===== config.mk =====
export PLATFORM = sky130hd
export DESIGN_NAME = uart_rx_flat
export DESIGN_NICKNAME = d
export VERILOG_FILES = /design/src/rtl/uart_pkg.sv /design/src/rtl/uart_rx_if.sv /design/src/rtl/uart_sync2.sv /design/src/rtl/uart_rx.sv /design/src/flat_wrapper.sv
export SDC_FILE = /design/constraint.sdc
export NUM_CORES = 1
export LEC_CHECK = 0
export CORE_MARGIN = 2
export CORE_UTILIZATION = 49
export DETAILED_ROUTE_END_ITERATION = 8
export PLACE_DENSITY = 0.84
export SKIP_CTS_REPAIR_TIMING = 1
export SYNTH_ARGS = -nofsm -noshare
export SYNTH_HDL_FRONTEND = slang
export SYNTH_SLANG_ARGS = --single-unit
export TNS_END_PERCENT = 100

===== constraint.sdc =====
create_clock -name clk -period 1.6 [get_ports clk]
set_input_delay 0.24 -clock clk [delete_from_list [all_inputs] [get_ports clk]]
set_output_delay 0.24 -clock clk [all_outputs]
set_load 0.02 [all_outputs]

===== src/rtl/uart_pkg.sv =====
// Shared 8N1 UART definitions: receiver state encoding, frame constants
// and the bit-timing helpers used by both the receiver and transmitter.
package uart_pkg;

    typedef enum logic [1:0] {
        IDLE  = 2'd0,
        START = 2'd1,
        DATA  = 2'd2,
        STOP  = 2'd3
    } rx_state_t;

    localparam int   DATA_BITS  = 8;
    localparam logic STOP_LEVEL = 1'b1;

    // Clocks per bit; integer division, caller must keep the result >= 4.
    function automatic int calc_cpb(input int clk_freq_hz, input int baud_rate);
        return clk_freq_hz / baud_rate;
    endfunction

    // Clocks from start edge to mid start bit.
    function automatic int calc_half(input int clk_freq_hz, input int baud_rate);
        return calc_cpb(clk_freq_hz, baud_rate) / 2;
    endfunction

endpackage


===== src/rtl/uart_rx_if.sv =====
// Holding-register handshake between the UART receiver and the IO page.
interface uart_rx_if;
    logic [7:0] o_data;
    logic       o_valid;
    logic       i_ready;

    modport master (output o_data, output o_valid, input i_ready);
    modport slave  (input o_data, input o_valid, output i_ready);
endinterface


===== src/rtl/uart_sync2.sv =====
// Two-flop synchronizer for the asynchronous RX pin; resets to line idle.
module uart_sync2 (
    input  logic clk,
    input  logic resetn,
    input  logic rx_async,
    output logic rx_sync
);

    logic [1:0] sync_reg;

    // Shift the raw pin through two flops; both preset to idle-high.
    always_ff @(posedge clk or negedge resetn) begin
        if (!resetn) begin
            sync_reg <= 2'b11;
        end else begin
            sync_reg <= {sync_reg[0], rx_async};
        end
    end

    assign rx_sync = sync_reg[1];

endmodule


===== src/rtl/uart_rx.sv =====
// 8N1 UART receiver: mid-bit sampling, one-byte holding register,
// sticky frame-error and overrun flags.
module uart_rx
    import uart_pkg::*;
#(
    parameter int CLK_FREQ_HZ = 10_000_000,
    parameter int BAUD_RATE   = 1_000_000
) (
    input  logic      clk,
    input  logic      resetn,
    input  logic      i_uart_rx,
    uart_rx_if.master bus,
    output logic      o_frame_err,
    output logic      o_overrun,
    input  logic      i_clr_err,
    output logic      o_busy
);

    localparam int CPB  = calc_cpb(CLK_FREQ_HZ, BAUD_RATE);
    localparam int HALF = calc_half(CLK_FREQ_HZ, BAUD_RATE);
    localparam int CW   = $clog2(CPB);

    localparam logic [CW-1:0] CNT_LAST = CW'(CPB - 1);
    localparam logic [CW-1:0] CNT_HALF = CW'(HALF - 1);
    localparam logic [2:0]    BIT_LAST = 3'(DATA_BITS - 1);

    logic            rx_s;
    rx_state_t       state_reg, state_next;
    logic [CW-1:0]   cnt_reg, cnt_next;
    logic [2:0]      bitidx_reg, bitidx_next;
    logic [7:0]      shift_reg, shift_next;
    logic            brk_reg, brk_next;
    logic [7:0]      data_reg, data_next;
    logic            valid_reg, valid_next;
    logic            ferr_reg, ferr_next;
    logic            ovr_reg, ovr_next;
    logic            deliver;
    logic            frame_set;
    logic            ovr_set;

    uart_sync2 u_sync (
        .clk      (clk),
        .resetn   (resetn),
        .rx_async (i_uart_rx),
        .rx_sync  (rx_s)
    );

    // Register all receiver state; reset abandons any frame in flight.
    always_ff @(posedge clk or negedge resetn) begin
        if (!resetn) begin
            state_reg  <= IDLE;
            cnt_reg    <= '0;
            bitidx_reg <= '0;
            shift_reg  <= '0;
            brk_reg    <= 1'b0;
            data_reg   <= '0;
            valid_reg  <= 1'b0;
            ferr_reg   <= 1'b0;
            ovr_reg    <= 1'b0;
        end else begin
            state_reg  <= state_next;
            cnt_reg    <= cnt_next;
            bitidx_reg <= bitidx_next;
            shift_reg  <= shift_next;
            brk_reg    <= brk_next;
            data_reg   <= data_next;
            valid_reg  <= valid_next;
            ferr_reg   <= ferr_next;
            ovr_reg    <= ovr_next;
        end
    end

    // Next-state, bit timing, holding register and sticky flag logic.
    always_comb begin
        state_next  = state_reg;
        cnt_next    = cnt_reg;
        bitidx_next = bitidx_reg;
        shift_next  = shift_reg;
        brk_next    = brk_reg;
        data_next   = data_reg;
        valid_next  = valid_reg;
        ferr_next   = ferr_reg;
        ovr_next    = ovr_reg;
        deliver     = 1'b0;
        frame_set   = 1'b0;
        ovr_set     = 1'b0;

        case (state_reg)
            IDLE: begin
                if (!rx_s) begin
                    state_next = START;
                    cnt_next   = '0;
                end
            end
            START: begin
                if (cnt_reg == CNT_HALF) begin
                    cnt_next = '0;
                    if (!rx_s) begin
                        state_next  = DATA;
                        bitidx_next = '0;
                    end else begin
                        // Line went back high before mid start bit: glitch.
                        state_next = IDLE;
                    end
                end else begin
                    cnt_next = cnt_reg + CW'(1);
                end
            end
            DATA: begin
                if (cnt_reg == CNT_LAST) begin
                    shift_next  = {rx_s, shift_reg[7:1]};
                    cnt_next    = '0;
                    bitidx_next = bitidx_reg + 3'd1;
                    if (bitidx_reg == BIT_LAST) begin
                        state_next = STOP;
                    end
                end else begin
                    cnt_next = cnt_reg + CW'(1);
                end
            end
            STOP: begin
                if (brk_reg) begin
                    // Waiting out a break; only a high line releases us.
                    if (rx_s) begin
                        state_next = IDLE;
                        brk_next   = 1'b0;
                        cnt_next   = '0;
                    end
                end else if (cnt_reg == CNT_LAST) begin
                    if (rx_s == STOP_LEVEL) begin
                        deliver    = 1'b1;
                        state_next = IDLE;
                        cnt_next   = '0;
                    end else begin
                        frame_set = 1'b1;
                        brk_next  = 1'b1;
                    end
                end else begin
                    cnt_next = cnt_reg + CW'(1);
                end
            end
            default: state_next = IDLE;
        endcase

        if (deliver) begin
            if (!valid_reg || bus.i_ready) begin
                data_next  = shift_reg;
                valid_next = 1'b1;
            end else begin
                ovr_set = 1'b1;
            end
        end else if (valid_reg && bus.i_ready) begin
            valid_next = 1'b0;
        end

        // Clear first so a coincident set event wins.
        if (i_clr_err) begin
            ferr_next = 1'b0;
            ovr_next  = 1'b0;
        end
        if (frame_set) ferr_next = 1'b1;
        if (ovr_set)   ovr_next  = 1'b1;
    end

    assign bus.o_data  = data_reg;
    assign bus.o_valid = valid_reg;
    assign o_frame_err = ferr_reg;
    assign o_overrun   = ovr_reg;
    assign o_busy      = (state_reg != IDLE);

endmodule


===== src/flat_wrapper.sv =====
// flat-port wrapper written by rule: the top's interface ports become plain ports
module uart_rx_flat import uart_pkg::*;
#(
    parameter int CLK_FREQ_HZ = 10_000_000,
    parameter int BAUD_RATE   = 1_000_000
)
  (clk, resetn, i_uart_rx, o_frame_err, o_overrun, i_clr_err, o_busy, bus_o_data, bus_o_valid, bus_i_ready);
  uart_rx_if bus_i ();
  input  logic clk;
  input  logic resetn;
  input  logic i_uart_rx;
  output logic o_frame_err;
  output logic o_overrun;
  input  logic i_clr_err;
  output logic o_busy;
  output wire logic [$bits(bus_i.o_data)-1:0] bus_o_data;
  output wire logic [$bits(bus_i.o_valid)-1:0] bus_o_valid;
  input wire logic [$bits(bus_i.i_ready)-1:0] bus_i_ready;
  assign bus_o_data = bus_i.o_data;
  assign bus_o_valid = bus_i.o_valid;
  assign bus_i.i_ready = bus_i_ready;
  uart_rx #(.CLK_FREQ_HZ(CLK_FREQ_HZ), .BAUD_RATE(BAUD_RATE)) u_core (.clk(clk), .resetn(resetn), .i_uart_rx(i_uart_rx), .bus(bus_i), .o_frame_err(o_frame_err), .o_overrun(o_overrun), .i_clr_err(i_clr_err), .o_busy(o_busy));
endmodule

Word-level counts from Yosys, hierarchy flattened
Cells that the tools add are included.
{"block": "word_totals", "ff_bits": 31}
{"block": "op_classes", "mux": 37, "addsub": 2, "n_eq_ne": 13, "n_reduce_logical": 14}
{"op": "4-bit 2-to-1 mux", "count": 6}
{"op": "1-bit 2-to-1 mux", "count": 17}
{"op": "2-bit 2-to-1 mux", "count": 8}
{"op": "4-bit case mux with 4 select lines", "count": 1}
{"op": "2-bit nonzero test", "count": 5}
{"op": "3-bit 2-to-1 mux", "count": 3}
{"op": "2-bit case mux with 4 select lines", "count": 1}
{"op": "2-bit by 1-bit inequality test with 1-bit output (second input constant)", "count": 3}
{"op": "2-bit inequality test (second input constant)", "count": 3}
{"op": "3-bit case mux with 2 select lines", "count": 1}
{"op": "2-bit AND reduction", "count": 3}
{"op": "5-bit AND reduction", "count": 1}
{"op": "4-bit by 1-bit adder with 4-bit output (second input constant)", "count": 1}
{"op": "2-bit equality test (second input constant)", "count": 2}
{"op": "4-bit by 3-bit equality test with 1-bit output (second input constant)", "count": 1}
{"op": "4-bit equality test (second input constant)", "count": 1}
{"op": "4-bit AND reduction", "count": 1}
{"op": "3-bit by 1-bit adder with 3-bit output (second input constant)", "count": 1}
{"op": "3-bit equality test (second input constant)", "count": 1}
{"op": "3-bit by 1-bit inequality test with 1-bit output (second input constant)", "count": 1}
{"op": "2-bit by 1-bit equality test with 1-bit output (second input constant)", "count": 1}
{"op": "2-bit logical NOT", "count": 1}
{"op": "1-bit logical AND", "count": 1}
{"op": "1-bit logical NOT", "count": 1}
{"op": "1-bit logical OR", "count": 1}

Logic depth before layout (Yosys ltp)
Gate-level depths: netlist of run 1.
{"block": "logic_depth", "word_depth": 6, "ltp_mapped": 7, "ltp_nobuf": 6}

Hierarchy
Synthesis of run 1 repeated with hierarchy kept, for this count alone.
{"block": "hier_totals", "hier_cells": 120, "hier_area_um2": 1467.7}
{"module": "uart_rx", "area_per_inst_um2": 1415.1, "n_inst": 1, "seq_area_each_um2": 725.7, "cells_each": 118}
{"module": "uart_sync2", "area_per_inst_um2": 52.6, "n_inst": 1, "seq_area_each_um2": 52.6, "cells_each": 2}

Least setup slack after synthesis of run 1
OpenSTA, ideal clock, no wires.
{"block": "synth_path", "path_kind": "reg2reg", "start": "register u_core.cnt_reg[1]", "end": "register u_core.shift_reg[0]", "stages_incl_launch_ff": 7, "synth_period_minus_slack_ns": 1.652, "arrival_time_ns": 1.527, "path_slack_ns": -0.052, "setup_ns": 0.125, "cell_sequence": "dfrtp_1 > inv_1 > ha_1 > and3b_4 > and3_4 > buf_12 > mux2_4"}
{"block": "synth_via", "elab_chain_len": 2}
{"item": "start: declaration", "line_no": "uart_rx.sv:29", "source": "logic [CW-1:0] cnt_reg, cnt_next;"}
{"item": "start signal: assignment", "line_no": "uart_rx.sv:62", "source": "cnt_reg <= cnt_next;"}
{"item": "4-bit equality test", "line_no": "uart_rx.sv:110", "source": "if (cnt_reg == CNT_LAST) begin"}
{"item": "2-bit AND reduction (no line)"}
{"item": "end signal: assignment", "line_no": "uart_rx.sv:64", "source": "shift_reg <= shift_next;"}
{"item": "end: declaration", "line_no": "uart_rx.sv:31", "source": "logic [7:0] shift_reg, shift_next;"}
Every way passes these cells.
A chain may end at the register's enable or synchronous reset.

Worst setup path after layout of run 1
{"block": "layout_path", "start": "register u_core.cnt_reg[0]", "end": "register u_core.cnt_reg[3]"}
{"block": "layout_via", "elab_chain_len": 4}
{"item": "4-bit by 1-bit adder with 4-bit output or 4-bit equality test (tied branches)"}
{"item": "4-bit 2-to-1 mux", "line_no": "uart_rx.sv:129", "source": "end else if (cnt_reg == CNT_LAST) begin"}
{"item": "4-bit 2-to-1 mux", "line_no": "uart_rx.sv:122", "source": "if (brk_reg) begin"}
{"item": "4-bit case mux with 4 select lines *", "line_no": "uart_rx.sv:88", "source": "case (state_reg)"}
Mark *: on every way between the ends. The rest lies on a longest branch, timed or not.

==> summary.md, run 1 <==
| Metric | Value |
|---|---|
| Wire length per cell | 15.1 um |
| CTS Buf Count | 5 |
| Largest net degree at the start of global routing | 32 |
| Critical path type | reg2reg |
| Reg2Reg Capture Point | u_core.cnt_reg[3] |
| Post-Layout Cell Count | 173 |
| Sw power | 919 uW |
| Synth unique cells | 35 |
| Reg-to-reg startpoint | u_core.cnt_reg[0] |
| Vias per std cell | 5.60 |
| Die Width | 59.2 um |
| Logic pwr share | 40.6% |
| HP Class | in2async |
| Clock Skews | 0.0109 ns |
| Flops & latches, synth | 31 |
| Arr. time, crit path | 1.87 ns |
| Pins over their slew limit | 0 |
| M1 wire length | 1140 um |
| Fill cells | 245 |
| Initial Util | 50.2% |
| Top routing layer in use | met4 |
| Fraction of final layout cells sized beyond drive strength 1 | 42.1% |
| Max clock buf depth | 2 |
| # DRC | 0 |
| Power Dens Cells | 1380 nW/um2 |
| Mapped cell area | 1500 um2 |
| Switching Share | 35.4% |
| CP Capture Type | flip-flop |
| Syn-to-layout area delta | 25.4% |
| CTS clk-pin slew, worst paths | 0.10 ns |
| GRT Overall Usage | 17.0% |
| Final hold viol count | 0 |
| Reg2reg setup slack | -0.04 ns |
| FMAX | 609 MHz |
| Critical path fanouts, max | 5 |
| Core area | 2980 um2 |
| Worst-Margin Slew | 0.386 ns |
| Root Driver | clkbuf_4 |
| CTS H-tree lvls | 2 |
| Failing checks | negative setup slack |
| R2R depth | 6 |
| Routed Antenna Nets | 0 |
| Die Height | 59.2 um |
| Die area | 3510 um2 |
| Routed WL | 2610 um |
| RD Place Congestion | 0.746 |
| CP cell instances | inv_1 > ha_2 > and3b_2 > o32ai_4 > buf_6 > a221o_2 |
| IO buf count | 16 |
| Post-Syn Area per Cell | 14.0 um2 |
| CP Data Required Time | 1.82 ns |
| MaxCap Viol Count | 0 |
| Wire length on met2 | 1320 um |
| Initial antenna violation count | 0 |
| # IOs | 17 |
| Clock Latency Late Sink | 0.33 ns |
| Period utilization | 103% |
| Clock network power share | 16.6% |
| Status | complete, but fails checks |
| Setup WS post-layout | -0.0419 ns |
| Sequential power share | 42.8% |
| Cell Int Power | 1.68 mW |
| Post-DP HPWL | 1780 um |
| Slew headroom | 73.9% |
| Seq/Total Area, Yosys | 52.1% |
| Met3 WL | 119 um |
| Ys Warns | 0 |
| Total power | 2.59 mW |
| Synth Net Count | 117 |
| First-pass GRT wire length | 4330 um |
| Cells after Synth | 107 |
| RSZ-0062 raised after global routing | true |
| Drt pass-1 iters | 4 |
| Vias | 968 |
| Slowest CP cell | dfrtp_1 |
| DR iter-0 viols | 41 |
| Lkg Pwr | 0.940 nW |
| CP Launch Type | flip-flop |
| Diodes inserted | 0 |
| Overflow after GRT | 0 |
| FP Rows | 20 |
| Slowest stage delay, CP | 0.44 ns |
| Number of global-route vias before repair | 974 |
| Clk sinks | 31 |
| Final nets | 149 |
| Final setup fails | 1 |
| Min Tclk post-route | 1.64 ns |
| Dpl ws | -0.0540 ns |
| CTS tree | done |
| Cells after DPL | 160 |
| VDD IR max | 0.000973 V |
| Finished Core Util | 63.0% |
## metrics by stage
step / hold slack (ns) / instance area, um2 / setup TNS [ns]
finish: 0.299 / 1880 / -0.0419
global route: 0.290 / 1880 / -0.725
CTS: 0.292 / 1790 / -0.481
detailed placement: 0.348 / 1730 / -0.127
global placement: 0.346 / 1730 / 0
floorplan: -0.0556 / 1510 / 0
## how the worst max path moves through the flow
stage / from / to / slack, ns / depth (start not counted)
2_1_floorplan: u_core.cnt_reg[1] / u_core.shift_reg[0] / 0.01 / 6
3_3_place_gp: u_core.cnt_reg[1] / u_core.bitidx_reg[0] / 0.02 / 6
3_5_place_dp: u_core.cnt_reg[1] / u_core.bitidx_reg[0] / -0.05 / 6
4_1_cts: flip-flop / o_busy / -0.29 / 2
5_1_grt: u_core.cnt_reg[0] / u_core.cnt_reg[3] / -0.08 / 6
6_report: u_core.cnt_reg[0] / u_core.cnt_reg[3] / -0.04 / 6
## critical path: cells and delay by family (launching register included)
family                   cells  cell delay [ns]
AO/OA/AOI/OAI                2             0.46
adder cells (fa/ha/maj)      1             0.17
buffers and inverters        2             0.24
flip-flops                   1             0.44
AND/OR/NAND/NOR              1             0.22
## area by class of cell
class / instances / area, um2 / area share [%]
inverters: 6 / 22.5 / 1.20
multi-input cells: 67 / 717 / 38.2
well taps: 33 / 41.3 / 2.20
repair buffers: 28 / 264 / 14.1
clock inverters: 3 / 15.0 / 0.801
flip-flops and latches: 31 / 778 / 41.5
clock buffers: 5 / 37.5 / 2.00
## Yosys cell counts
library cell,number,area [um2]
a21bo_2,1,10.0
a21oi_1,3,15.0
a221o_2,1,11.3
a22o_1,3,26.3
a31oi_1,2,12.5
and3_1,1,6.26
and3_4,1,11.3
and3b_2,1,10.0
and3b_4,1,12.5
buf_12,1,20.0
buf_2,3,15.0
dfrtp_1,29,726
dfstp_2,2,52.6
ha_1,5,62.6
inv_1,6,22.5
mux2_2,4,45.0
mux2_4,14,210
nand2_1,5,18.8
nand2b_1,2,12.5
nand3_1,1,5.00
nand3_4,1,17.5
nand3b_4,1,20.0
nand4b_1,1,8.76
nor2_1,4,15.0
nor3_1,1,5.00
nor3_4,1,16.3
o21a_1,1,7.51
o21ai_0,3,15.0
o22ai_1,2,12.5
o311ai_0,1,8.76
o31ai_2,1,12.5
o32ai_4,1,27.5
o41ai_1,1,8.76
or2_2,1,6.26
or3b_1,1,8.76
## power by group through the flow
stage               combinational [mW]  sequential [mW]  clock [mW]
finish                            1.05             1.11       0.431
global route                      1.16             1.13       0.494
CTS                              0.923             1.10       0.446
detailed placement               0.913             1.12           0
global placement                 0.872             1.11           0
floorplan                        0.640             1.10           0
## logic make-up (layout without fill, tap and decap cells)
kind of cell               count (synthesis)  in the layout  synth area share [%]
muxes                                     18             18                  17.1
and+or+nand+nor                           23             24                  11.6
DFF                                       31             31                  52.1
adders and majority gates                  5              5                  4.18
AOI/OAI and AO/OA                         20             20                  11.2
buffers and inverters                     10             42                  3.85
## layer usage
layer | GRT usage [%] | vias to the layer above
met5 | 0 | -
met4 | 4.87 | 0
met2 | 27.8 | 19
met1 | 20.1 | 495
met3 | 7.86 | 4
li1 | - | 450
## cell usage in the layout (no fill, tap or decap), types with 2 or more instances in the layout
cell type / count
a21oi_2: 2
a22o_1: 3
nand2b_1: 2
clkbuf_4: 5
inv_1: 5
dlymetal6s2s_1: 4
dfrtp_1: 29
and3_4: 2
buf_4: 11
a31oi_1: 2
o22ai_1: 2
mux2_4: 17
dfstp_2: 2
nand2_1: 5
o21ai_0: 3
nor2_1: 3
clkdlybuf4s50_1: 12
ha_1: 3
clkinv_2: 3
Note: power is estimated with default switching activity, not from simulation.
==> inputs of run 2 (changes only) <==
==> constraint.sdc (replaced) <==
create_clock -name clk -period 1.6 [get_ports clk]
set_input_delay 0.32 -clock clk [delete_from_list [all_inputs] [get_ports clk]]
set_output_delay 0.32 -clock clk [all_outputs]
set_load 0.02 [all_outputs]
==> run 2 against run 1 <==
The flow still finishes with violations (negative setup slack). Die area unchanged. First-iteration DRC count down 73%. Register-to-register slack about the same. Wire length up 4.0%. Clock skew down 0.0065 ns. Critical path type unchanged. Largest cell class unchanged. Largest power group is now combinational cells.
==> summary.md, run 2 (synthesis gave the netlist of run 1 again) <==
| Metric | Value |
|---|---|
| Commonest non-fill, non-tap cell in the layout | dfrtp_1 |
| CP Launch Type | flip-flop |
| CP Data Required Time | 1.80 ns (-0.02 ns) |
| Cells after DPL | 161 (+0.63%) |
| Status | complete, but fails checks |
| Hold wc startpoint | u_core.u_sync.sync_reg[0] |
| Worst-Margin Slew | 0.423 ns (+0.0372 ns) |
| Root Driver | clkbuf_4 |
| Die area | 3510 um2 (unchanged) |
| Final nets | 151 (+1.3%) |
| Lkg Pwr | 1.11 nW (+18%) |
| # DRC | 0 (unchanged) |
| Reg2Reg Capture Point | u_core.cnt_reg[3] |
| Core area | 2980 um2 (unchanged) |
| Diodes inserted | 0 (unchanged) |
| Routed WL | 2710 um (+4.0%) |
| Post-DP HPWL | 1750 um (-1.8%) |
| Arr. time, crit path | 1.86 ns (about the same) |
| CTS clk-pin slew, worst paths | 0.09 ns (about the same) |
| CP cell instances | inv_2 > buf_6 > ha_4 > and3b_2 > o32ai_4 > buf_4 > a221o_2 |
| RD Place Congestion | 0.752 (+0.82%) |
| FMAX | 605 MHz (-0.68%) |
| Max clock buf depth | 2 (unchanged) |
| RSZ-0062 raised after global routing | true |
| Drt pass-1 iters | 4 (unchanged) |
| Largest net degree at the start of global routing | 32 (unchanged) |
| Hold-critical path depth | 0 |
| Post-Layout Cell Count | 175 (+1.2%) |
| Vias | 985 (+1.8%) |
| First-pass GRT wire length | 4170 um (-3.8%) |
| Fraction of final layout cells sized beyond drive strength 1 | 44.4% (+2.2 points) |
| Failing checks | negative setup slack |
| Setup WS post-layout | -0.0531 ns (-0.0112 ns) |
| Clock Skews | 0.00441 ns (-0.00646 ns) |
| Reg2reg setup slack | -0.05 ns (about the same) |
| CTS tree | done |
| CP Capture Type | flip-flop |
| Vias per std cell | 5.63 (+0.59%) |
| DR iter-0 viols | 11 (-73%) |
| Slowest stage delay, CP | 0.41 ns (-0.03 ns) |
| Most frequent cells in the layout | dfrtp_1, mux2_4, dlymetal6s2s_1, buf_4 |
| Pins over their slew limit | 0 (unchanged) |
| Syn-to-layout area delta | 30.0% |
| Period utilization | 103% (+0.70 points) |
| CTS H-tree lvls | 2 (unchanged) |
| Overflow after GRT | 0 (unchanged) |
| Power Dens Cells | 1490 nW/um2 (+7.5%) |
| Slew headroom | 71.4% (-2.5 points) |
| Number of global-route vias before repair | 961 (-1.3%) |
| # IOs | 17 (unchanged) |
| Die Width | 59.2 um (unchanged) |
| Die Height | 59.2 um (unchanged) |
| Initial antenna violation count | 0 (unchanged) |
| HP Class | reg2reg |
| Wire length per cell | 15.5 um (+2.8%) |
| Final setup fails | 6 (+5) |
| Slowest CP cell | dfrtp_1 |
| Fill cells | 205 (-16%) |
| Finished Core Util | 65.3% (+2.3 points) |
| Reg-to-reg startpoint | u_core.cnt_reg[1] |
| IO buf count | 16 (unchanged) |
| FP Rows | 20 (unchanged) |
| Clock Latency Late Sink | 0.32 ns (about the same) |
| VDD IR max | 0.00120 V (+23%) |
| Final hold viol count | 0 (unchanged) |
| Min Tclk post-route | 1.65 ns (+0.0112 ns) |
| Critical path type | reg2reg |
| R2R depth | 7 (+1) |
| MaxCap Viol Count | 0 (unchanged) |
| Routed Antenna Nets | 0 (unchanged) |
| Hold Crit Endpoint | u_core.u_sync.sync_reg[1] |
| Critical path fanouts, max | 3 (-2) |
| CTS Buf Count | 5 (unchanged) |
| Clk sinks | 31 (unchanged) |
| GRT Overall Usage | 16.0% (-1.0 points) |
| Initial Util | 50.2% (unchanged) |
-- run 2: critical path: cells and delay by family, from the launching register on --
family | cells | cell delay [ns]
buffers and inverters | 3 | 0.34
AO/OA/AOI/OAI | 2 | 0.46
adder cells (fa/ha/maj) | 1 | 0.12
AND/OR/NAND/NOR | 1 | 0.22
flip-flops | 1 | 0.41
-- run 2: layout make-up --
class	instances	area, um2	area share, %
clock inverters	2	35.0	1.80
clock buffers	6	51.3	2.64
inverters	6	22.5	1.16
flip-flops and latches	31	779	40.1
well taps	33	41.3	2.12
repair buffers	30	307	15.8
multi-input cells	67	708	36.4
-- run 2: how the worst max path moves through the flow --
stage                                 start  slack, ns                    to  cells past startpoint
final                     u_core.cnt_reg[1]      -0.05     u_core.cnt_reg[3]                      7
after global routing      u_core.cnt_reg[1]      -0.09     u_core.cnt_reg[1]                      7
after CTS                         flip-flop      -0.26                o_busy                      2
after detailed placement  u_core.cnt_reg[1]      -0.04  u_core.bitidx_reg[0]                      6
after global placement    u_core.cnt_reg[0]      0.003  u_core.bitidx_reg[0]                      5
after floorplan           u_core.cnt_reg[1]       0.01   u_core.shift_reg[0]                      6
-- run 2: per-stage QoR --
step | power [mW] | area (um2) | TNS [ns] | worst slack (ns) | hold slack [ns]
final | 2.89 | 1940 | -0.184 | -0.0531 | 0.372
after CTS | 2.68 | 1830 | -0.610 | -0.257 | 0.379
after global placement | 1.98 | 1740 | 0 | 0.00305 | 0.347
after floorplan | 1.74 | 1510 | 0 | 0.0142 | 0.0244
after global routing | 3.07 | 1940 | -0.670 | -0.0862 | 0.378
after detailed placement | 2.04 | 1740 | -0.151 | -0.0361 | 0.356
-- run 2: per-layer routing --
metal  part of all wire (%)  global-route usage (%)  routed length (um)
met2                     50                    26.8                1360
met3                    4.8                    5.68                 131
met5                      0                       0                   0
met4                    1.3                    5.19                  34
met1                     44                    19.1                1190
-- run 2: power breakdown --
part           switching, mW  internal [mW]  leakage, nW
registers              0.166          0.941        0.406
clock network          0.252          0.369       0.0482
logic                  0.540          0.623        0.652
==> inputs of run 3 (changes only) <==
- PLACE_DENSITY: 0.84 -> not set
- PLACE_DENSITY_LB_ADDON: not set -> 0.12
- SLEW_MARGIN: not set -> 20
==> run 3 against run 2 <==
The flow still finishes with violations (negative setup slack). Die area unchanged. Worst setup slack worse by 0.0013 ns. Cell count decreased by 1.7%. Sequential power hardly changed. Flip-flop and latch count is the same. Critical path depth unchanged. Count of clock-buffer cells in the layout stayed put. Via count is 3.1% lower. Wire length down 4.8%. Global-route usage up 1.6 points. Clock skew grew 0.0078 ns. Worst hold slack got worse by 0.024 ns.
==> summary.md, run 3 (synthesis gave the netlist of run 1 again) <==
| Metric | Value |
|---|---|
| Status | complete, but fails checks |
| Failing checks | negative setup slack |
| Initial antenna violation count | 0 (unchanged) |
| Storage element area | 778 um2 (-0.16%) |
| Reg2Reg Capture Point | u_core.bitidx_reg[0] |
| Max clock buf depth | 2 (unchanged) |
| RSZ-0062 raised after global routing | true |
| Multi-input logic area | 706 um2 (-0.35%) |
| Power Dens Cells | 1420 nW/um2 (-4.8%) |
| GRT Overall Usage | 17.6% (+1.6 points) |
| Die Width | 59.2 um (unchanged) |
| CTS clk-pin slew, worst paths | 0.10 ns (about the same) |
| Crit path to | u_core.bitidx_reg[0] |
| Wire length per cell | 15.0 um (-3.1%) |
| HP Class | in2async |
| # IOs | 17 (unchanged) |
| MaxCap Viol Count | 0 (unchanged) |
| VDD IR max | 0.000875 V (-27%) |
| DR iter-0 viols | 36 (+25) |
| Arr. time, crit path | 1.86 ns (about the same) |
| Slew headroom | 71.1% (-0.29 points) |
| Core area | 2980 um2 (unchanged) |
| Final nets | 148 (-2.0%) |
| Setup WS post-layout | -0.0544 ns (-0.00129 ns) |
| Number of global-route vias before repair | 966 (+0.52%) |
| Root Driver | clkbuf_4 |
| # DRC | 0 (unchanged) |
| Finished Core Util | 64.7% (-0.55 points) |
| IO buf count | 16 (unchanged) |
| Diodes inserted | 0 (unchanged) |
| Critical path type | reg2reg |
| Commonest non-fill, non-tap cell in the layout | dfrtp_1 |
| Final setup TNS | -0.0805 ns (+0.104 ns) |
| Dpl ws | -0.0232 ns (+0.0129 ns) |
| RD Place Congestion | 0.765 (+1.6%) |
| FP Rows | 20 (unchanged) |
| Routed WL | 2580 um (-4.8%) |
| Routed Antenna Nets | 0 (unchanged) |
| CP Capture Type | flip-flop |
| Vias | 954 (-3.1%) |
| Slowest stage delay, CP | 0.44 ns (+0.03 ns) |
| Slowest CP cell | dfrtp_1 |
| Pins over their slew limit | 0 (unchanged) |
| CTS tree | done |
| Reg2reg setup slack | -0.05 ns (about the same) |
| CTS Buf Count | 5 (unchanged) |
| CP Launch Type | flip-flop |
| Post-DP Area | 1770 um2 (+1.9%) |
| Critical path fanouts, max | 3 (unchanged) |
| Reg-to-reg startpoint | u_core.cnt_reg[0] |
| Critical path depth | 7 (unchanged) |
| Largest net degree at the start of global routing | 32 (unchanged) |
| Clk sinks | 31 (unchanged) |
| Lkg Pwr | 1.10 nW (-0.29%) |
| Cell family contributing the most delay on the critical path | simple AND/OR/NAND/NOR gates |
| CP Data Required Time | 1.80 ns (about the same) |
| Design Area, Final | 1930 um2 (-0.84%) |
| Most frequent cells in the layout | dfrtp_1, mux2_4, dlymetal6s2s_1, buf_4 |
| Period utilization | 103% (about the same) |
| Drt pass-1 iters | 4 (unchanged) |
| Final hold viol count | 0 (unchanged) |
| Fraction of final layout cells sized beyond drive strength 1 | 41.0% (-3.4 points) |
| Final setup fails | 2 (-4) |
| Overflow after GRT | 0 (unchanged) |
| CTS H-tree lvls | 2 (unchanged) |
| Worst Path Buf+Inv | 2 (-1) |
| Die Height | 59.2 um (unchanged) |
| R2R depth | 7 (unchanged) |
| Fill cells | 220 (+7.3%) |
| Worst-Margin Slew | 0.427 ns (+0.00433 ns) |
| Syn-to-layout area delta | 29.0% |
| CP cell instances | inv_1 > ha_2 > buf_4 > nand4b_1 > nor3_2 > nor2_4 > mux2_2 |
| CP Launch Point | u_core.cnt_reg[0] |
| Die area | 3510 um2 (unchanged) |
| Clock Skews | 0.0122 ns (+0.00777 ns) |
| Clock Latency Late Sink | 0.32 ns (about the same) |
| Post-DP HPWL | 1750 um (+0.23%) |
| Vias per std cell | 5.55 (-1.5%) |
| FMAX | 604 MHz (about the same) |
| Min Tclk post-route | 1.65 ns (+0.00129 ns) |
| Initial Util | 50.2% (unchanged) |
| First-pass GRT wire length | 4460 um (+7.1%) |
| Hold Slack | 0.348 ns (-0.0241 ns) |
## run 3: power breakdown
part	switching, mW	internal, mW
logic	0.482	0.538
registers	0.141	0.938
clock network	0.262	0.369
total	0.884	1.85
## run 3: how the worst min path moves through the flow
stage	start	endpoint	slack, ns	cells after the start
after floorplan	resetn	asynchronous set/reset pin	0.02	0
after global placement	u_core.u_sync.sync_reg[0]	u_core.u_sync.sync_reg[1]	0.35	0
after detailed placement	u_core.u_sync.sync_reg[0]	u_core.u_sync.sync_reg[1]	0.35	0
after CTS	resetn	u_core.bus.o_data[3]	0.35	2
after global routing	resetn	u_core.bus.o_valid	0.35	2
final	resetn	u_core.bus.o_valid	0.35	2
## run 3: metal layers
layer / vias to the layer above / wire length (um) / GRT usage, %
met5: - / 0 / 0
met4: 0 / 12 / 4.87
met3: 2 / 103 / 7.21
met2: 16 / 1350 / 28.3
met1: 483 / 1120 / 21.8
li1: 453 / - / -
## run 3: final cells by class
class                      instances  area share [%]
clock inverter                     2            1.82
timing repair buffer              27            15.2
multi-input combinational         67            36.6
tap                               33            2.14
clock buffer                       6            2.66
inverter                           6            1.17
sequential                        31            40.4
## run 3: per-stage QoR
step	instances	total power, mW
3_5_place_dp	162	2.05
2_1_floorplan	107	1.74
6_report	172	2.73
5_1_grt	172	2.92
4_1_cts	170	2.70
3_3_place_gp	162	2.01
